[config.mk]
export PLATFORM = sky130hd
export DESIGN_NAME = mem_rd_skew_ctrl_flat
export DESIGN_NICKNAME = d
export VERILOG_FILES = /design/src/rtl/mem_pkg.sv /design/src/rtl/mem_rd_skew_ctrl_if.sv /design/src/rtl/mem_vld_delay.sv /design/src/rtl/mem_rd_skew_ctrl.sv /design/src/flat_wrapper.sv
export SDC_FILE = /design/constraint.sdc
export NUM_CORES = 1
export LEC_CHECK = 0
export ABC_AREA = 1
export CAP_MARGIN = 5
export CELL_PAD_IN_SITES_DETAIL_PLACEMENT = 0
export CELL_PAD_IN_SITES_GLOBAL_PLACEMENT = 1
export CORE_MARGIN = 10
export CORE_UTILIZATION = 39
export CTS_CLUSTER_DIAMETER = 150
export DETAILED_ROUTE_END_ITERATION = 10
export HOLD_SLACK_MARGIN = 0.06
export PLACE_DENSITY_LB_ADDON = 0.2
export SYNTH_ARGS = -nofsm -noshare
export SYNTH_HDL_FRONTEND = slang
export SYNTH_SLANG_ARGS = --single-unit
[constraint.sdc]
create_clock -name clk -period 2.5 [get_ports clk]
set_clock_uncertainty 0.15 [all_clocks]
set_input_delay 0.5 -clock clk [delete_from_list [all_inputs] [get_ports clk]]
set_output_delay 0.5 -clock clk [all_outputs]
set_load 0.1 [all_outputs]
[src/rtl/mem_pkg.sv]
// Shared types and elaboration helpers for the skewed read-address generator.
package mem_pkg;

  typedef enum logic [1:0] {IDLE, RUN, DRAIN, FIN} state_t;

  localparam int DEF_ADDR_WIDTH = 8;
  typedef logic [DEF_ADDR_WIDTH-1:0] addr_t;

  function automatic int accum_rows(input int accum_size, input int sys_col);
    return accum_size / sys_col;
  endfunction

  function automatic int cnt_width(input int accum_row, input int sys_row);
    return $clog2(accum_row + sys_row) + 1;
  endfunction

endpackage

[src/rtl/mem_rd_skew_ctrl_if.sv]
// Control/bus bundle between the layer controller (master) and the read generator (slave).
interface mem_rd_skew_ctrl_if #(
  parameter int SYS_ROW    = 16,
  parameter int DATA_WIDTH = 16,
  parameter int ADDR_WIDTH = 8
) ();

  logic                          start;
  logic                          skew_en;
  logic [DATA_WIDTH-1:0]         num_row;
  logic [ADDR_WIDTH-1:0]         base_addr;
  logic                          stall;
  logic                          busy;
  logic                          done;
  logic [SYS_ROW-1:0]            rd_en;
  logic [SYS_ROW*ADDR_WIDTH-1:0] rd_addr;
  logic [SYS_ROW-1:0]            data_vld;

  modport master (
    output start, skew_en, num_row, base_addr, stall,
    input  busy, done, rd_en, rd_addr, data_vld
  );

  modport slave (
    input  start, skew_en, num_row, base_addr, stall,
    output busy, done, rd_en, rd_addr, data_vld
  );

endinterface

[src/rtl/mem_vld_delay.sv]
// Fixed-depth shift pipeline turning issued read enables into data-valid strobes.
module mem_vld_delay #(
  parameter int WIDTH = 16,
  parameter int DEPTH = 2
) (
  input  logic             clk,
  input  logic             clr,
  input  logic [WIDTH-1:0] din,
  output logic [WIDTH-1:0] dout,
  output logic             pending
);

  logic [WIDTH-1:0] pipe [DEPTH];

  always_ff @(posedge clk) begin
    if (clr) begin
      for (int j = 0; j < DEPTH; j++) pipe[j] <= '0;
    end else begin
      pipe[0] <= din;
      for (int j = 1; j < DEPTH; j++) pipe[j] <= pipe[j-1];
    end
  end

  assign dout = pipe[DEPTH-1];

  // Stages that still need more than one shift to reach dout.
  always_comb begin
    pending = 1'b0;
    for (int j = 0; j < DEPTH - 2; j++) pending = pending | (|pipe[j]);
  end

endmodule

[src/rtl/mem_rd_skew_ctrl.sv]
// Per-lane read enable/address generator for the accumulator buffer, with skewed or
// aligned issue, stall, and a latency-matched data-valid output.
module mem_rd_skew_ctrl
  import mem_pkg::*;
#(
  parameter int SYS_ROW    = 16,
  parameter int SYS_COL    = 16,
  parameter int DATA_WIDTH = 16,
  parameter int ACCUM_SIZE = 4096,
  parameter int ADDR_WIDTH = 8,
  parameter int RD_LATENCY = 2
) (
  input logic              clk,
  input logic              rstn,
  mem_rd_skew_ctrl_if.slave bus
);

  localparam int ACCUM_ROW = accum_rows(ACCUM_SIZE, SYS_COL);
  localparam int CW        = cnt_width(ACCUM_ROW, SYS_ROW);
  localparam int AW        = ADDR_WIDTH;

  if (SYS_ROW < 2) begin : g_chk_row
    $error("mem_rd_skew_ctrl: SYS_ROW must be >= 2");
  end
  if (RD_LATENCY < 1) begin : g_chk_lat
    $error("mem_rd_skew_ctrl: RD_LATENCY must be >= 1");
  end
  if (ACCUM_ROW > 2**ADDR_WIDTH) begin : g_chk_addr
    $error("mem_rd_skew_ctrl: ACCUM_ROW does not fit in ADDR_WIDTH");
  end

  state_t              state, state_next;
  logic [CW-1:0]       cnt, cnt_next, n_q, n_next, l_q, l_next, n_clamp;
  logic                skew_q, skew_next;
  logic [SYS_ROW-1:0]  slot_q, slot_next, rd_en_q, rd_en_next, vld;
  logic [SYS_ROW*AW-1:0] addr_q, addr_next;
  logic                busy_q, done_q, pending;

  // Lane 0 fires for the first n slots; other lanes either trail their neighbour or copy lane 0.
  function automatic logic [SYS_ROW-1:0] next_slot(input logic [CW-1:0] k, input logic [CW-1:0] n,
                                                   input logic sk, input logic [SYS_ROW-1:0] prev);
    logic [SYS_ROW-1:0] s;
    s[0] = (k < n);
    for (int i = 1; i < SYS_ROW; i++) s[i] = sk ? prev[i-1] : s[0];
    return s;
  endfunction

  always_comb begin
    if (32'(bus.num_row) > 32'(ACCUM_ROW)) n_clamp = CW'(ACCUM_ROW);
    else                                   n_clamp = CW'(bus.num_row);
  end

  always_comb begin
    state_next = state;
    cnt_next   = cnt;
    n_next     = n_q;
    l_next     = l_q;
    skew_next  = skew_q;
    slot_next  = slot_q;
    rd_en_next = '0;
    for (int i = 0; i < SYS_ROW; i++)
      addr_next[i*AW +: AW] = rd_en_q[i] ? addr_q[i*AW +: AW] + AW'(1) : addr_q[i*AW +: AW];
    case (state)
      IDLE: begin
        if (bus.start) begin
          n_next    = n_clamp;
          skew_next = bus.skew_en;
          l_next    = bus.skew_en ? n_clamp + CW'(SYS_ROW - 1) : n_clamp;
          cnt_next  = '0;
          slot_next = '0;
          if (n_clamp == '0) begin
            state_next = FIN;
          end else begin
            state_next = RUN;
            addr_next  = {SYS_ROW{bus.base_addr}};
            if (!bus.stall) begin
              slot_next  = next_slot('0, n_clamp, bus.skew_en, '0);
              rd_en_next = slot_next;
              cnt_next   = CW'(1);
            end
          end
        end
      end
      RUN: begin
        if (cnt == l_q) begin
          state_next = (RD_LATENCY == 1) ? FIN : DRAIN;
          addr_next  = '1;
        end else if (!bus.stall) begin
          slot_next  = next_slot(cnt, n_q, skew_q, slot_q);
          rd_en_next = slot_next;
          cnt_next   = cnt + CW'(1);
        end
      end
      DRAIN: begin
        // Leave once only the output stage can still hold a valid strobe.
        if (!pending) state_next = FIN;
      end
      FIN:     state_next = IDLE;
      default: state_next = IDLE;
    endcase
  end

  always_ff @(posedge clk) begin
    if (!rstn) begin
      state   <= IDLE;
      cnt     <= '0;
      n_q     <= '0;
      l_q     <= '0;
      skew_q  <= 1'b0;
      slot_q  <= '0;
      rd_en_q <= '0;
      addr_q  <= '1;
      busy_q  <= 1'b0;
      done_q  <= 1'b0;
    end else begin
      state   <= state_next;
      cnt     <= cnt_next;
      n_q     <= n_next;
      l_q     <= l_next;
      skew_q  <= skew_next;
      slot_q  <= slot_next;
      rd_en_q <= rd_en_next;
      addr_q  <= addr_next;
      busy_q  <= (state_next != IDLE);
      done_q  <= (state_next == FIN);
    end
  end

  mem_vld_delay #(.WIDTH(SYS_ROW), .DEPTH(RD_LATENCY)) u_vld_delay (
    .clk     (clk),
    .clr     (!rstn),
    .din     (rd_en_q),
    .dout    (vld),
    .pending (pending)
  );

  assign bus.busy     = busy_q;
  assign bus.done     = done_q;
  assign bus.rd_en    = rd_en_q;
  assign bus.rd_addr  = addr_q;
  assign bus.data_vld = vld;

endmodule

[src/flat_wrapper.sv]
// flat-port wrapper written by rule: the top's interface ports become plain ports
module mem_rd_skew_ctrl_flat import mem_pkg::*;
#(
  parameter int SYS_ROW    = 16,
  parameter int SYS_COL    = 16,
  parameter int DATA_WIDTH = 16,
  parameter int ACCUM_SIZE = 4096,
  parameter int ADDR_WIDTH = 8,
  parameter int RD_LATENCY = 2
)
  (clk, rstn, bus_start, bus_skew_en, bus_num_row, bus_base_addr, bus_stall, bus_busy, bus_done, bus_rd_en, bus_rd_addr, bus_data_vld);
  mem_rd_skew_ctrl_if #(.SYS_ROW(SYS_ROW), .DATA_WIDTH(DATA_WIDTH), .ADDR_WIDTH(ADDR_WIDTH)) bus_i ();
  input logic clk;
  input logic rstn;
  input wire logic [$bits(bus_i.start)-1:0] bus_start;
  input wire logic [$bits(bus_i.skew_en)-1:0] bus_skew_en;
  input wire logic [$bits(bus_i.num_row)-1:0] bus_num_row;
  input wire logic [$bits(bus_i.base_addr)-1:0] bus_base_addr;
  input wire logic [$bits(bus_i.stall)-1:0] bus_stall;
  output wire logic [$bits(bus_i.busy)-1:0] bus_busy;
  output wire logic [$bits(bus_i.done)-1:0] bus_done;
  output wire logic [$bits(bus_i.rd_en)-1:0] bus_rd_en;
  output wire logic [$bits(bus_i.rd_addr)-1:0] bus_rd_addr;
  output wire logic [$bits(bus_i.data_vld)-1:0] bus_data_vld;
  assign bus_i.start = bus_start;
  assign bus_i.skew_en = bus_skew_en;
  assign bus_i.num_row = bus_num_row;
  assign bus_i.base_addr = bus_base_addr;
  assign bus_i.stall = bus_stall;
  assign bus_busy = bus_i.busy;
  assign bus_done = bus_i.done;
  assign bus_rd_en = bus_i.rd_en;
  assign bus_rd_addr = bus_i.rd_addr;
  assign bus_data_vld = bus_i.data_vld;
  mem_rd_skew_ctrl #(.SYS_ROW(SYS_ROW), .SYS_COL(SYS_COL), .DATA_WIDTH(DATA_WIDTH), .ACCUM_SIZE(ACCUM_SIZE), .ADDR_WIDTH(ADDR_WIDTH), .RD_LATENCY(RD_LATENCY)) u_core (.clk(clk), .rstn(rstn), .bus(bus_i));
endmodule
; Yosys cells after proc, flatten, opt, wreduce, memory -nomap -nowiden
; Memory sizes are Yosys's and may differ from the RTL's.
; Cells that the tools add are included.
[word_totals]
inputBits = 29
output_inout_bits = 162
elab_cells = 110
regBits = 194
memories = 1
ramBits = 32
[classes]
muxes = 62
n_lt_le_gt_ge = 3
n_reduce_logical = 6
eq_ne = 8
n_bitwise = 2
n_addsub = 18
[memory_table]
columns = name, depth, word_bits, read_ports, rd_clocked_by_memory_dff, write_ports, line_no
row1 = u_core.u_vld_delay.pipe, 2, 16, 2, 0, 2, mem_vld_delay.sv:13  ; logic [WIDTH-1:0] pipe [DEPTH];
[op_table]
columns = cell, count
row1 = 128-bit 2-to-1 mux, 3
row2 = 128-bit one-hot mux with 2 select lines, 1
row3 = "8-bit by 1-bit adder with 8-bit output, second input constant", 16
row4 = 8-bit 2-to-1 mux, 16
row5 = 16-bit 2-to-1 mux, 7
row6 = 10-bit 2-to-1 mux, 6
row7 = 15-bit 2-to-1 mux, 3
row8 = 16-bit one-hot mux with 2 select lines, 1
row9 = 15-bit one-hot mux with 2 select lines, 1
row10 = 10-bit one-hot mux with 2 select lines, 1
row11 = 1-bit 2-to-1 mux, 19
row12 = "16-bit by 9-bit greater-than comparator with 1-bit output, second input constant", 1
row13 = "10-bit by 1-bit adder with 10-bit output, second input constant", 1
row14 = "10-bit by 4-bit adder with 10-bit output, second input constant", 1
row15 = 10-bit equality test, 1
row16 = 10-bit logical NOT, 1
row17 = "1-bit by 10-bit < comparator with 1-bit output, first input constant", 1
row18 = 10-bit < comparator, 1
row19 = 2-bit one-hot mux with 4 select lines, 1
row20 = "2-bit equality test, second input constant", 3
row21 = 2-bit 2-to-1 mux, 3
row22 = "2-bit != test, second input constant", 3
row23 = 4-bit AND reduction, 1
row24 = 2-bit nonzero test, 2
row25 = 4 further kinds, 5

; Longest topological paths before layout
; Gate-level depths: netlist (run 1).
[depth]
word_depth = 8
depth_mapped = 15
depth_no_buf = 14

; Cells and area by module
; Synthesis (run 1) repeated with hierarchy kept, for this count alone.
[unflattened]
hier_cells = 1595
hier_area_um2 = 11359.6
[modules_own_cells]
columns = module, cells_each, seq_area_each_um2, n_inst, area_each_um2
row1 = mem_rd_skew_ctrl, 1478, 3883.7, 1, 10313.6
row2 = mem_vld_delay, 117, 640.6, 1, 1046.0

; Least setup slack after synthesis (run 1)
; Ideal clock, no wire load.
[synth_timing]
kind = reg-to-reg
start = register u_core.rd_en_q[1] (netlist: u_core.bus.rd_en[1])
end = register u_core.addr_q[15] (netlist: u_core.bus.rd_addr[15])
required_ns = 2.231
path_stages_with_launch = 9
setup_ns = 0.119
arrival_ns = 2.120
slack_ns = 0.111
cell_sequence = dfxtp_1 > clkbuf_1 > nand4_1 > nor2_1 > nand3_1 > xor2_1 > inv_1 > o21ai_0 > nand2_1
[synth_via]
elab_chain_cells = 4
[synth_lines]
columns = item, line_no
row1 = start: declaration, mem_rd_skew_ctrl.sv:35  ; logic [SYS_ROW-1:0] slot_q, slot_next, rd_en_q, rd_en_next, vld;
row2 = start signal: assignment, mem_rd_skew_ctrl.sv:122  ; rd_en_q <= rd_en_next;
row3 = 8-bit 2-to-1 mux (*), mem_rd_skew_ctrl.sv:62  ; addr_next[i*AW +: AW] = rd_en_q[i] ? addr_q[i*AW +: AW] + AW'(1) : addr_q[i*AW +: AW];
row4 = 128-bit 2-to-1 mux, mem_rd_skew_ctrl.sv:71  ; if (n_clamp == '0) begin
row5 = 128-bit 2-to-1 mux, mem_rd_skew_ctrl.sv:65  ; if (bus.start) begin
row6 = 128-bit one-hot mux with 2 select lines (*), mem_rd_skew_ctrl.sv:63  ; case (state)
row7 = end signal: assignment, mem_rd_skew_ctrl.sv:123  ; addr_q <= addr_next;
row8 = end: declaration, mem_rd_skew_ctrl.sv:36  ; logic [SYS_ROW*AW-1:0] addr_q, addr_next;
; Mark *: on every way between the ends. The rest lies on a longest branch, timed or not.
; A chain may end at the register's enable or synchronous reset.

; Worst setup path after layout (run 1)
[layout_timing]
start = input port bus_num_row[13]
end = register u_core.addr_q[35] (netlist: u_core.bus.rd_addr[35])
[layout_via]
elab_chain_cells = 6
[layout_lines]
columns = item, line_no
row1 = start: declaration, flat_wrapper.sv:17  ; input wire logic [$bits(bus_i.num_row)-1:0] bus_num_row;
row2 = 16-bit by 9-bit greater-than comparator with 1-bit output, mem_rd_skew_ctrl.sv:49  ; if (32'(bus.num_row) > 32'(ACCUM_ROW)) n_clamp = CW'(ACCUM_ROW);
row3 = 10-bit 2-to-1 mux, mem_rd_skew_ctrl.sv:49
row4 = 10-bit logical NOT, mem_rd_skew_ctrl.sv:71
row5 = 128-bit 2-to-1 mux, mem_rd_skew_ctrl.sv:71
row6 = 128-bit 2-to-1 mux, mem_rd_skew_ctrl.sv:65
row7 = 128-bit one-hot mux with 2 select lines, mem_rd_skew_ctrl.sv:63
; Every way passes these cells.

==> results.md, run 1 <==
- Syn Nets: 1373
- Clk slew on worst S/H paths: 0.06 ns
- Number of synthesized register bits: 226
- Tightest Pin Transition: 0.500 ns
- Layout net count: 1596
- Clock Path Buffers: 3
- Global-route wire length before repair: 51500 um
- Syn. warnings: 0
- Max Cap Viol: 0
- P per Cell Area: 1150 nW/um^2
- Setup_tns: 0 ns
- Final period util: 0.925
- Post-DRT Antenna Nets: 0
- DP Worst Slack: -0.373 ns
- GPL Wtd Cong: 0.827
- Gate Count Post-Synth: 1317
- Clk sinks: 226
- Worst skew pair latency: 0.53 ns
- Vias per cell: 4.93
- Vias post-DR: 9344
- Initial DRT Pass Iterations: 5
- Pin count of the biggest net entering global routing: 63
- Setup Viol. Count Final: 0
- H-tree lvl count: 1
- CP Max Fanout: 6
- Initial Utilization: 0.397
- Adder-Cell Fraction of Synth Area: 0.0326
- Core Area: 26100 um^2
- Hold Path Class: in2reg
- Compound-Gate Fraction of Synth Area: 0.118
- Initial antenna violation count: 0
- CTS root buf: clkbuf_16
- GRT Residual Overflow: 0
- Simple-Gate Fraction of Synth Area: 0.227
- Slew HR: 0.664
- # DRC: 0
- Hpwl dp: 23700 um
- Outcome: finished, final reports clean
- Synth Area in XOR/XNOR: 0.0912
- Avg WL per Cell: 17.2 um
- Commonest non-fill, non-tap cell in the layout: nand2_1
- Hold Violations, Final: 0
- Final Max Tran Viols: 0
- Post-CTS Setup Bufs: 0
- Total wire length: 32700 um
- Cell Area, Synth: 10400 um^2
- Data required, critical path: 2.75 ns
- CTS Buf Count: 26
- I/O pins: 191
- GRT Overall Usage: 0.189
- Ratio of cells with drive above 1 in the final layout: 0.202
- CP Launch Type: primary input
- Die width: 183 um
- Final Critical Period: 2.31 ns
- Syn_area_per_cell: 7.87 um^2
- Arrival time of the worst setup path: 2.56 ns
- Pleak: 6.12 nW
- Vias in the first global route: 9049
- Cts hold-fix bufs: 0
- Seq/Total Area, Yosys: 0.436
- Mux cell area share after synthesis: 0
- Critical path class: in2reg
- Setup ws final: 0.188 ns
- RSZ-0062 raised after global routing: no
- Commonest non-fill, non-tap cells in the layout: nand2_1 (284), dfxtp_1 (226), buf_4 (223), inv_1 (143), nand3_1 (94)
- DRT iter0 DRCs: 531
- Area growth syn-to-layout: 31.0%
- Die Y: 183 um
- Max Freq: 433 MHz
- Largest family of logic cells by synthesized area: simple AND/OR/NAND/NOR gates
- Worst vdd ir: 506 uV
- Layout Utilization: 0.520
- CP Capture Type: flop
- Post-CTS sizing: 0
- CTS tree: done
- Die area: 33500 um^2
- Buffers on Ports: 190
- # diodes: 0
- Row count: 59
- Distinct cells, synth: 41
[power by group]
part / leakage [nW] / switching [mW] / total [mW] / internal [mW]
Clock: 0.441 / 1.56 / 3.99 / 2.43
Combinational: 3.82 / 5.07 / 6.76 / 1.69
Sequential: 1.86 / 0.631 / 4.81 / 4.18
Total: 6.12 / 7.26 / 15.6 / 8.31
[worst paths after layout]
| path | start | endpoint | slack, ns | depth (start not counted) |
|---|---|---|---|---|
| worst max-delay path | bus_num_row[13] | u_core.bus.rd_addr[35]$_SDFF_PN1_ | 0.19 | 14 |
| worst min-delay path | rstn | u_core.l_q[6]$_SDFFE_PN0P_ | 0.09 | 3 |
| worst max register to register | u_core.cnt[3]$_SDFFE_PN0P_ | u_core.cnt[0]$_SDFFE_PN0P_ | 0.35 | 12 |
| worst min register to register | u_core.u_vld_delay.pipe[0][11]$_SDFF_PN0_ | u_core.u_vld_delay.pipe[0][27]$_SDFF_PN0_ | 0.26 | 2 |
[sequential cells by signal, indices dropped and copies added, names as in the netlist]
name,flops
u_core.bus.busy,1
u_core.u_vld_delay.pipe,32
u_core.bus.done,1
u_core.n_q,10
u_core.bus.rd_addr,128
u_core.cnt,10
u_core.slot_q,15
u_core.l_q,10
u_core.state,2
u_core.skew_q,1
u_core.bus.rd_en,16
[critical path: stages]
cell,delay (ns)
clkdlybuf4s50_1,0.41
nor2_2,0.13
nand2_1,0.08
nor3b_1,0.19
nand2_1,0.09
nor2_1,0.09
inv_1,0.06
ha_1,0.22
nand3_4,0.12
nand2_4,0.07
inv_2,0.11
buf_4,0.22
buf_4,0.17
o211ai_1,0.09
[layer usage]
| metal | routed length [um] | GRT usage | share of wire |
|---|---|---|---|
| met5 | 0 | 0 | 0 |
| met4 | 699 | 0.0482 | 0.021 |
| met3 | 1730 | 0.0348 | 0.053 |
| met2 | 15600 | 0.323 | 0.48 |
| met1 | 14600 | 0.239 | 0.45 |
[per-stage QoR]
step	area [um^2]	power [mW]	hold WS, ns	cells
2_1_floorplan	10400	9.84	0.240	1317
3_3_place_gp	12600	11.6	0.243	1847
3_5_place_dp	12600	11.6	0.249	1847
4_1_cts	13600	15.7	0.0801	1895
5_1_grt	13600	16.3	0.108	1895
6_report	13600	15.6	0.0943	1895
[kinds of logic after synthesis]
kind of cell,after synthesis
AND/OR/NAND/NOR,532
buffers and inverters,224
AO/OA/AOI/OAI,200
adder cells (fa/ha/maj),27
flip-flops,226
XOR/XNOR,108
[cells in the mapped netlist]
| cell type | n | area [um^2] |
|---|---|---|
| a211oi_1 | 1 | 7.51 |
| dfxtp_1 | 226 | 4520 |
| inv_2 | 5 | 18.8 |
| o21ai_2 | 1 | 8.76 |
| o21ai_0 | 56 | 280 |
| o21a_1 | 2 | 15.0 |
| nor4_1 | 1 | 6.26 |
| buf_4 | 19 | 143 |
| o2bb2ai_1 | 1 | 8.76 |
| inv_1 | 143 | 537 |
| xor2_1 | 71 | 622 |
| o22ai_1 | 8 | 50.1 |
| nand2_4 | 3 | 33.8 |
| buf_1 | 3 | 11.3 |
| nand4_1 | 30 | 188 |
| nor2_4 | 1 | 11.3 |
| nand3_1 | 94 | 470 |
| clkbuf_1 | 27 | 101 |
| a21boi_0 | 1 | 7.51 |
| nor3b_1 | 1 | 7.51 |
| ha_1 | 27 | 338 |
| and3_1 | 1 | 6.26 |
| nor3_1 | 12 | 60.1 |
| nand3_2 | 3 | 30.0 |
| clkinv_1 | 3 | 11.3 |
| xnor2_1 | 37 | 324 |
| buf_2 | 17 | 85.1 |
| or2_0 | 1 | 6.26 |
| a21oi_1 | 54 | 270 |
| nor2_2 | 1 | 6.26 |
| nand2_1 | 284 | 1070 |
| buf_6 | 7 | 78.8 |
| o211ai_1 | 60 | 450 |
| nand2_2 | 3 | 18.8 |
| nand3b_1 | 10 | 75.1 |
| o21bai_1 | 15 | 113 |
| o31ai_1 | 1 | 7.51 |
| nand3_4 | 1 | 17.5 |
| and3b_1 | 1 | 8.76 |
| or2_2 | 10 | 62.6 |
| nor2_1 | 75 | 282 |
[cell type report]
cell class	instances	area [um^2]
sequential	226	4520
inverter	151	567
timing repair buffer	268	2280
fill	2597	12500
tap	335	419
clock buffer	37	762
clock inverter	11	153
multi-input combinational	867	4880
Note: power is estimated with default switching activity, not from simulation.
==> run 2, diff against run 1 <==
ABC_CLOCK_PERIOD_IN_PS = 2140   (was not set)
clock period = 2.14 ns   (was 2.5 ns; I/O delays follow)
==> run 2 against run 1 <==
Net effect: core utilization grew 5.9 points; hold slack got worse by 0.0049 ns; register-to-register slack lost 0.31 ns; final cell count grew 1.0%; largest cell class unchanged; largest power group unchanged.
==> results.md, run 2 (synthesis results as in run 1) <==
- Critical Path Start: u_core.cnt[1]$_SDFFE_PN0P_
- Final Critical Period: 2.10 ns
- Worst skew pair latency: 0.53 ns
- Slew HR: 0.643
- CTS Buf Count: 26
- Commonest non-fill, non-tap cell in the layout: nand2_1
- Global-route wire length before repair: 52300 um
- GR Util met1: 0.259
- Hold Path Class: in2reg
- Max Cap Viol: 0
- Reg2Reg Launch Point: u_core.cnt[1]$_SDFFE_PN0P_
- Ratio of cells with drive above 1 in the final layout: 0.268
- Die Y: 183 um
- GPL Wtd Cong: 0.830
- Setup Viol. Count Final: 0
- Initial DRT Pass Iterations: 5
- M3 GR Usage: 0.0314
- Vias per cell: 4.95
- Finished Layout Cells: 1914
- Clk sinks: 226
- DRT iter0 DRCs: 656
- Die area: 33500 um^2
- Crit-path cells: ha_4 > a21boi_1 > o211ai_1 > nand4_1 > buf_4 > clkbuf_16 > o21ai_0 > nand2_1 > a21oi_1
- Initial antenna violation count: 0
- Hold WS: 0.0895 ns
- Slowest Stage Delay on Critical Path: 0.37 ns
- Switching Power: 8.71 mW
- CTS tree: done
- Internal power: 10.2 mW
- CTS root buf: clkbuf_16
- Total wire length: 34300 um
- CP Launch Type: flop
- H-tree lvl count: 1
- CP Max Fanout: 7
- Outcome: finished, final reports clean
- Clock Path Buffers: 3
- Final period util: 0.982
- Area growth syn-to-layout: 46.0%
- Combinational Power Share: 0.476
- Critical path class: reg2reg
- Commonest non-fill, non-tap cells in the layout: nand2_1 (278), dfxtp_1 (176), buf_4 (155), inv_1 (137), buf_12 (100)
- Arrival time of the worst setup path: 2.38 ns
- Final Max Tran Viols: 0
- Die width: 183 um
- Tightest Pin Transition: 0.535 ns
- Clk pwr share: 0.217
- Hold Violations, Final: 0
- CP Capture Type: flop
- Avg WL per Cell: 17.9 um
- Pleak: 6.84 nW
- Tot Pwr: 18.9 mW
- Row count: 59
- GRT Overall Usage: 0.193
- # diodes: 0
- DP Area: 13900 um^2
- Post-route cell area: 15100 um^2
- GRT Residual Overflow: 0
- Vias in the first global route: 9103
- Sequential power share: 0.307
- Met2 usage: 0.319
- Initial Utilization: 0.397
- Post-DRT Antenna Nets: 0
- Sw Share: 0.462
- P per Cell Area: 1250 nW/um^2
- Crit path max-delay cell type: dfxtp_2
- Layout net count: 1620
- Most Used Layer, Global Route: met2
- Buffers on Ports: 190
- Data required, critical path: 2.42 ns
- I/O pins: 191
- Core Area: 26100 um^2
- DP Worst Slack: -0.609 ns
- Vias post-DR: 9474
- Hold_sp: rstn
- Cts hold-fix bufs: 0
- Placed cell count: 1861
- Hpwl dp: 24600 um
- Clk slew on worst S/H paths: 0.06 ns
- # DRC: 0
- Max reg flops: 128
- Worst vdd ir: 634 uV
- Pin count of the biggest net entering global routing: 55
- Setup ws final: 0.0395 ns
- Max Freq: 476 MHz
run 2: changes by cell type in the layout (fill, tap and decap cells not counted), sizes merged:
| cell | change |
|---|---|
| clkinvlp | -3 |
| clkdlybuf4s50 | -15 |
| dlymetal6s2s | +15 |
| buf | +20 |
| clkbuf | +7 |
| bufinv | -3 |
| clkinv | -2 |
run 2: area by class of cell:
| type | instances | area [um^2] |
|---|---|---|
| Timing Repair Buffer | 292 | 3630 |
| Clock buffer | 40 | 743 |
| Clock inverter | 3 | 30.0 |
| Tap cell | 335 | 419 |
| Fill cell | 2353 | 11000 |
| Sequential cell | 226 | 4590 |
| Inverter | 151 | 579 |
| Multi-Input combinational cell | 867 | 5150 |
run 2: power by group through the flow:
| stage | logic [mW] | registers, mW | clock network [mW] |
|---|---|---|---|
| 2_1_floorplan | 2.22 | 9.32 | 0 |
| 3_3_place_gp | 8.66 | 5.87 | 0 |
| 3_5_place_dp | 8.71 | 5.87 | 0 |
| 4_1_cts | 8.74 | 5.79 | 4.17 |
| 5_1_grt | 9.46 | 5.89 | 4.33 |
| 6_report | 8.97 | 5.80 | 4.10 |
run 2: repair_timing:
| action | 4_1_cts | 5_1_grt |
|---|---|---|
| pin swaps | 1 | 31 |
| gates resized for setup | 7 | 101 |
| setup endpoints to repair | 61 | 167 |
| cloned | 0 | 5 |
| buffers inserted | 0 | 5 |
run 2: per-stage QoR:
stage	TNS, ns	utilization
after detailed placement	-86.18	0.531
after floorplan	-0.0742	-
final	0	0.579
after global routing	-0.0138	0.579
after CTS	0	0.561
after global placement	-81.95	0.531
run 2: critical path, delay by kind of cell (launching register included):
kind            cells  cell delay (ns)
compound gates      4             0.57
buf+inv             2             0.40
flops               1             0.37
simple gates        2             0.32
fa+ha+maj           1             0.21
run 2: final timing paths:
kind                                                to  slack [ns]  cells past startpoint
min reg2reg  u_core.u_vld_delay.pipe[0][31]$_SDFF_PN0_        0.26                      2
max reg2reg            u_core.bus.rd_en[15]$_SDFF_PN0_        0.04                      9
min          u_core.u_vld_delay.pipe[0][17]$_SDFF_PN0_        0.09                      3
max                    u_core.bus.rd_en[15]$_SDFF_PN0_        0.04                      9
run 2: layer usage:
metal,vias up,wire length (um)
li1,4774,-
met3,40,1740
met5,-,0
met4,0,709
met1,4424,15700
met2,236,16100
==> run 3, diff against run 2 <==
HOLD_SLACK_MARGIN = not set   (was 0.06)
PLACE_DENSITY = 0.92   (was not set)
PLACE_DENSITY_LB_ADDON = not set   (was 0.2)
==> run 3 against run 2 <==
Net effect: the flow now finishes with violations (negative setup slack); flip-flop and latch count did not move; critical path type is now in2reg; clock power grew 2%; routed wire length decreased by 5.2%; fmax is 2.9% lower; first-iteration DRC count increased by 0.61%; hold slack got worse by 0.060 ns; setup slack got worse by 0.062 ns; via count up 0.52%; count of clock-buffer cells in the layout rose by 1; critical path depth increased by 4; sequential share of layout area grew 1.4 points; final cell count shrank 1.1%; largest cell class unchanged.
==> results.md, run 3 (synthesis results as in run 1) <==
- Final Max Tran Viols: 0
- CTS root buf: clkbuf_16
- Initial antenna violation count: 0
- Initial Utilization: 0.397
- Die Y: 183 um
- Core Area: 26100 um^2
- Setup ws final: -0.0224 ns
- Area growth syn-to-layout: 39.4%
- Max Freq: 462 MHz
- Avg WL per Cell: 17.2 um
- Initial DRT Pass Iterations: 5
- GRT Overall Usage: 0.184
- Internal power: 9.92 mW
- Hold Path Class: in2reg
- Combinational Power Share: 0.461
- Die area: 33500 um^2
- DP Worst Slack: -0.616 ns
- Worst skew pair latency: 0.53 ns
- Arrival time of the worst setup path: 2.43 ns
- Failing checks: negative setup slack
- Vias in the first global route: 9203
- Commonest non-fill, non-tap cells in the layout: nand2_1 (281), dfxtp_1 (183), buf_4 (151), inv_1 (141), nand3_1 (93)
- Final Critical Period: 2.16 ns
- Worst R2R Path Depth: 9
- Tightest Pin Transition: 0.504 ns
- Sequential power share: 0.311
- # diodes: 0
- CP Capture Type: flop
- CTS tree: done
- Global-route wire length before repair: 50200 um
- Slew HR: 0.661
- Clock Path Buffers: 3
- Total wire length: 32500 um
- Row count: 59
- Buffers on Ports: 190
- Ratio of cells with drive above 1 in the final layout: 0.235
- Commonest non-fill, non-tap cell in the layout: nand2_1
- GPL Wtd Cong: 0.877
- Switching Power: 8.58 mW
- Critical path class: in2reg
- Layout Utilization: 0.553
- CP Max Fanout: 6
- Fillers: 2376
- Outcome: complete, but fails checks
- Worst vdd ir: 594 uV
- Hold Violations, Final: 0
- CTS Buf Count: 26
- Layout net count: 1595
- GRT Residual Overflow: 0
- Sw Share: 0.464
- Clk sinks: 226
- Vias post-DR: 9523
- Hold Path Stages: 3
- Hpwl dp: 23300 um
- Post-DRT Antenna Nets: 0
- # DRC: 0
- Setup Viol. Count Final: 5
- RSZ-0062 raised after global routing: yes
- DRT iter0 DRCs: 660
- Die width: 183 um
- Vias per cell: 5.03
- P per Cell Area: 1280 nW/um^2
- CP Launch Type: primary input
- Data required, critical path: 2.40 ns
- Clk slew on worst S/H paths: 0.06 ns
- Cts hold-fix bufs: 0
- Pin count of the biggest net entering global routing: 55
- I/O pins: 191
- Pleak: 6.44 nW
- Area taken by multi-input logic gates: 4970 um^2
- Clk pwr share: 0.227
- H-tree lvl count: 1
- Hold WS: 0.0292 ns
- Max reg flops: 128
- Final period util: 1.01
- Max Cap Viol: 0
- Reg area: 4580 um^2
## run 3: changes by cell type in the layout (fill, tap and decap cells not counted), moves of 12 or more
cell,change
dlymetal6s2s_1,-14
clkdlybuf4s50_1,+14
o21ai_0,+12
buf_12,-21
## run 3: cell type report
class                      count  share of cell area
inverter                     151              0.0399
timing repair buffer         266               0.214
sequential                   226               0.317
multi-input combinational    868               0.344
tap                          335              0.0290
clock inverter                 6             0.00312
clock buffer                  41              0.0531
## run 3: power groups by stage
stage / combinational [mW] / sequential [mW] / clock (mW)
final: 8.53 / 5.76 / 4.20
after global routing: 8.98 / 5.84 / 4.45
after CTS: 8.47 / 5.75 / 4.26
after detailed placement: 8.42 / 5.84 / 0
after global placement: 8.35 / 5.82 / 0
after floorplan: 2.22 / 9.32 / 0
## run 3: routing by layer
metal / vias up / GRT usage / share of wire
met5: - / 0 / 0
met3: 50 / 0.0342 / 0.062
met4: 0 / 0.0613 / 0.027
met2: 275 / 0.316 / 0.49
met1: 4460 / 0.227 / 0.42
li1: 4738 / - / -
## run 3: through the flow
stage / power [mW] / TNS [ns] / cells / cell area [um^2]
floorplan: 11.5 / -0.0742 / 1317 / 10500
finish: 18.5 / -0.0318 / 1893 / 14500
CTS: 18.5 / 0 / 1889 / 14300
detailed placement: 14.3 / -90.31 / 1841 / 13500
global placement: 14.2 / -81.74 / 1841 / 13500
global route: 19.3 / -7.35 / 1893 / 14500
## run 3: worst max-delay path, cell delays in order
cell and delay (ns):
clkdlybuf4s50_1 0.41, nor2_2 0.15, nand2_1 0.10, nor3b_2 0.16, nand2_1 0.09, nor2_2 0.10, inv_2 0.06, ha_4 0.16
nand3_4 0.13, nand2_8 0.10, a21oi_4 0.23, buf_6 0.20, o21ai_0 0.10
## run 3: final timing paths
kind | start | slack (ns) | endpoint
hold reg to reg | u_core.u_vld_delay.pipe[0][1]$_SDFF_PN0_ | 0.26 | u_core.u_vld_delay.pipe[0][17]$_SDFF_PN0_
setup reg to reg | u_core.cnt[4]$_SDFFE_PN0P_ | 0.16 | u_core.bus.rd_addr[119]$_SDFF_PN1_
hold / removal | rstn | 0.03 | u_core.l_q[6]$_SDFFE_PN0P_
setup / recovery | bus_num_row[13] | -0.02 | u_core.bus.rd_addr[87]$_SDFF_PN1_
## run 3: timing repair
item / 4_1_cts / 5_1_grt
pin swaps: 2 / 9
endpoints found under the setup margin: 84 / 169
cloned: 0 / 3
buffers inserted: 1 / 1
resized for setup: 6 / 35
==> RTL change 1 (settings of run 2) <==
The 4 states of `state_t` get a one-hot encoding in 4 bits.
--- a/src/rtl/mem_pkg.sv
+++ b/src/rtl/mem_pkg.sv
@@ -1,7 +1,7 @@
 // Shared types and elaboration helpers for the skewed read-address generator.
 package mem_pkg;
 
-  typedef enum logic [1:0] {IDLE, RUN, DRAIN, FIN} state_t;
+  typedef enum logic [3:0] {IDLE = 4'b0001, RUN = 4'b0010, DRAIN = 4'b0100, FIN = 4'b1000} state_t;
 
   localparam int DEF_ADDR_WIDTH = 8;
   typedef logic [DEF_ADDR_WIDTH-1:0] addr_t;
Formal check against the unedited RTL: no difference found for any inputs over 4 cycles, from zero or initial values and one cycle with rstn low; so few cycles prove little.
==> RTL change 1 against run 2 <==
- wire length increased by 0.91%
- total power decreased by 17%
- setup slack improved by 0.053 ns
- critical path type is now reg -> out
- first-iteration DRC count decreased by 19%
- synthesized area increased by 4.5%
- count of clock-buffer cells in the layout decreased by 2
- sequential cell count increased by 2
- clock power increased by 17%
- largest cell class unchanged
- cell area increased by 3.6%
- global-route usage decreased by 0.29 points
==> RTL change 1: results (changes against run 2) <==
| Metric | Value |
|---|---|
| Run status | finished clean |
| Layout Cells excl Fill | 2,056 (+7.4%) |
| Slew Limit Headroom | 0.623 (-0.0198) |
| Logic inverters | 150 (-0.66%) |
| Placed Cells | 1,998 (+7.4%) |
| Power per cell area | 999 nW/um^2 (-20%) |
| Vias in the first global route | 9,605 (+5.5%) |
| Worst EP arrival | 1.47 ns (-0.91 ns) |
| R2r endpoint | u_core.slot_q[10] |
| Worst-path cell with the longest stage delay | dfxtp_1 |
| Final core occ | 0.577 (-0.00217) |
| Mapped Nets | 1,489 (+8.4%) |
| Worst Setup Slack, final | 0.0928 ns (+0.0533 ns) |
| R2R cell count | 11 (+2) |
| Largest net degree at the start of global routing | 56 (+1.8%) |
| M1 WL | 15,800 microns (+0.47%) |
| Seq pwr share | 0.336 (+0.029) |
| Seq/Total Area, Yosys | 0.421 (-0.0152) |
| Vias per Instance | 4.91 (-0.89%) |
| Hold path endpoint | u_core.bus.rd_addr[88] |
| Share of cells above drive strength 1 | 0.237 (-0.0310) |
| Clock-cell share | 0.0604 (+0.00931) |
| Buffering overhead | 0.235 (-0.00460) |
| Post-synth cell types | 35 (-15%) |
| Multi-input gate area | 5400 sq um (+5.0%) |
| Nonclk buf count | 286 (-2.1%) |
| Met3 routed WL | 1840 microns (+5.5%) |
| Setup slack, reg-to-reg | 0.15 ns (+0.11 ns) |
RTL change 1: cell count changes in the layout (fill, tap and decap cells not counted), moves of 9 or more:
cell and change:
nand2_1 +74, nor2_1 +49, dfxtp_1 +21, dfxtp_2 -19
o211ai_1 +19, o21ai_0 -19, buf_4 -16, o21bai_1 -14
buf_12 +13, nand3_1 +12, xnor2_1 -9, xor2_1 +9
RTL change 1: what timing repair did:
action	CTS	global route
buffers inserted	1	6
endpoints found under the setup margin	139	166
resized for setup	6	36
pin swaps	1	22
gates cloned	2	1
RTL change 1: routing by layer:
metal,global-route usage,vias up
met3,0.0363,57
met1,0.251,4686
met4,0.0577,0
met5,0,-
li1,-,5081
met2,0.308,262
RTL change 1: kinds of logic after synthesis:
group / Yosys count / synth area share
AO/OA/AOI/OAI: 155 / 0.0925
XOR/XNOR: 108 / 0.0873
adder cells (fa/ha/maj): 27 / 0.0312
buffers and inverters: 235 / 0.0956
flip-flops: 228 / 0.421
multiplexers: 2 / 0.00208
AND/OR/NAND/NOR: 678 / 0.270
==> RTL change 2 (config.mk and constraints of run 2) <==
Made on the original files. `SYS_COL` is set to 16 in 2 places; all go to 32.
--- a/src/rtl/mem_rd_skew_ctrl.sv
+++ b/src/rtl/mem_rd_skew_ctrl.sv
@@ -4,7 +4,7 @@
   import mem_pkg::*;
 #(
   parameter int SYS_ROW    = 16,
-  parameter int SYS_COL    = 16,
+  parameter int SYS_COL    = 32,
   parameter int DATA_WIDTH = 16,
   parameter int ACCUM_SIZE = 4096,
   parameter int ADDR_WIDTH = 8,
--- a/src/flat_wrapper.sv
+++ b/src/flat_wrapper.sv
@@ -2,7 +2,7 @@
 module mem_rd_skew_ctrl_flat import mem_pkg::*;
 #(
   parameter int SYS_ROW    = 16,
-  parameter int SYS_COL    = 16,
+  parameter int SYS_COL    = 32,
   parameter int DATA_WIDTH = 16,
   parameter int ACCUM_SIZE = 4096,
   parameter int ADDR_WIDTH = 8,
Formal check against the unedited RTL: same outputs for any inputs over 4 cycles, from zero or initial values and one cycle with rstn low; that may be too few to reach the edited logic, so the function may still have changed.
==> RTL change 2 against run 2 <==
- sequential cell count decreased by 3
- cell area rose by 2.3%
- wire length increased by 4.6%
- setup slack better by 0.036 ns
- synthesized area up 1.9%
- total power down 7.0%
- worst hold slack improved by 0.089 ns
- synthesized cell count increased by 9.5%
- critical path type is now in -> reg
- critical endpoint is now u_core.bus.rd_addr[81]
- largest power group unchanged
==> RTL change 2: results (changes against run 2) <==
| Metric | Value |
|---|---|
| Run status | finished clean |
| Vias in the first global route | 9,530 (+4.7%) |
| Clock buffer depth | 3 (unchanged) |
| Worst skew pair latency | 0.53 ns (about the same) |
| Layout Cells excl Fill | 2,082 (+8.8%) |
| Synth area leaders | dfxtp_1 42%, nand2_1 16%, inv_1 5.6%, nand3_1 5.3%, xor2_1 5.0% |
| Share of cells above drive strength 1 | 0.277 (+0.00954) |
| PortBufs | 190 (unchanged) |
| Hpwl dp | 25,000 microns (+1.9%) |
| Final net count | 1,780 (+9.9%) |
| Global-route wire length before repair | 53,900 microns (+3.0%) |
| CTS buffer count | 26 (unchanged) |
| Clk slew on worst S/H paths | 0.06 ns (about the same) |
| Initial antenna violation count | 0 (unchanged) |
| Synth top cells by count | 443 x nand2_1, 223 x dfxtp_1, 159 x inv_1, 112 x nand3_1, 63 x nor2_1 |
| Top Layer Used | met4 |
| M1 WL | 16,500 microns (+4.7%) |
| Final Max Tran Viols | 0 (unchanged) |
| Root Buffer | clkbuf_16 |
| Max FFs per register | 128 (unchanged) |
| Worst-margin pin slew | 0.475 ns (-0.0605 ns) |
| Crit path max fanout | 6 (-1) |
| GPL Wtd Cong | 0.833 (+0.30%) |
| Diodes inserted | 0 (unchanged) |
| Largest net degree at the start of global routing | 39 (-29%) |
| Avg Cell Area, Syn | 7.33 sq um (-6.9%) |
| Routed length on met2 | 16,400 microns (+1.5%) |
| Post-synth cell types | 41 (unchanged) |
| 1st-iter DRT viols | 635 (-3.2%) |
| Total GRT Usage | 0.198 (+0.00492) |
| Pre-CTS setup slack | -0.757 ns (-0.147 ns) |
| Overall routed net length | 35,900 microns (+4.6%) |
| Vias per Instance | 4.89 (-1.3%) |
| Fillcell total | 2,473 (+5.1%) |
| Mapped Nets | 1,497 (+9.0%) |
| Placed Area | 14,000 sq um (+0.58%) |
| Total number of H-tree levels | 1 (unchanged) |
| VDD IR-drop max | 0.641 mV (+1.2%) |
| Placed Cells | 2,004 (+7.7%) |
| Hold Crit Class | in -> reg |
| Synth async-reset ratio | 0 (unchanged) |
| Seq/Total Area, Yosys | 0.423 (-0.0137) |
| First drt pass iteration count | 5 (unchanged) |
| Ys Warns | 0 (unchanged) |
| Leakage | 7.54 nW (+10%) |
| Worst EP arrival | 2.32 ns (-0.06 ns) |
| Met3 routed WL | 2380 microns (+37%) |
[RTL change 2: changes by cell type in the layout (fill, tap and decap cells not counted), sizes merged, moves of 16 or more]
cell    before  now
nand2      290  450
o211ai      60    2
buf        261  291
nand3       98  115
inv        148  164
nand4       30   46
[RTL change 2: final cells by class]
class / count / share of cell area
multi-input combinational: 978 / 0.347
sequential: 223 / 0.291
timing repair buffer: 328 / 0.236
clock buffer: 37 / 0.0512
inverter: 166 / 0.0416
tap: 341 / 0.0275
clock inverter: 7 / 0.00549
timing repair inverter: 2 / 0.000889
[RTL change 2: metrics by stage]
step	hold WS, ns	utilization
floorplan	0.240	-
global placement	0.244	0.521
CTS	0.260	0.564
finish	0.178	0.578
global route	0.216	0.578
detailed placement	0.245	0.521
[RTL change 2: what timing repair did]
action	in CTS	in global routing
gates resized for setup	39	52
pin swaps	15	28
setup endpoints to repair	153	158
endpoints found under the hold margin	0	0
cloned	6	10
buffers inserted	15	3
[RTL change 2: final timing paths]
| kind | from | to | slack (ns) | cells after the start |
|---|---|---|---|---|
| max | bus_num_row[8] | u_core.bus.rd_addr[81] | 0.08 | 14 |
| max reg2reg | u_core.n_q[8] | u_core.slot_q[10] | 0.10 | 12 |
| min | bus_num_row[2] | u_core.l_q[3] | 0.18 | 4 |
| min reg2reg | u_core.u_vld_delay.pipe[0][0] | u_core.u_vld_delay.pipe[0][16] | 0.26 | 2 |
[RTL change 2: kinds of logic (layout without fill, tap and decap cells)]
group	count (synthesis)	count (layout)	share of synthesized area
compound gates	117	117	0.0590
mux	9	9	0.00959
simple gates	727	729	0.301
xor+xnor	97	97	0.0804
fa+ha+maj	26	26	0.0308
buf+inv	243	540	0.0966
flops	223	223	0.423
[RTL change 2: routing by layer]
metal	up-vias	GRT usage
li1	5145	-
met1	4699	0.262
met2	275	0.320
met3	57	0.0411
met4	0	0.0498
met5	-	0
[RTL change 2: worst max-delay path: stages]
cell and delay, ns:
dlygate4sd2_1 0.25, nor2_4 0.08, nand2_2 0.06, nor2_4 0.14, nand2_1 0.16, a21oi_1 0.27, nor2_4 0.08, nand3_4 0.13
buf_6 0.12, nand3_4 0.08, clkbuf_16 0.20, clkbuf_16 0.17, nand2_1 0.06, nand3_1 0.06
[RTL change 2: power breakdown]
part | leakage (nW) | internal [mW] | total, mW | switching (mW)
sequential | 1.83 | 4.72 | 5.41 | 0.686
combinational | 5.27 | 2.38 | 7.60 | 5.22
clock | 0.440 | 2.79 | 4.53 | 1.75
total | 7.54 | 9.89 | 17.5 | 7.65
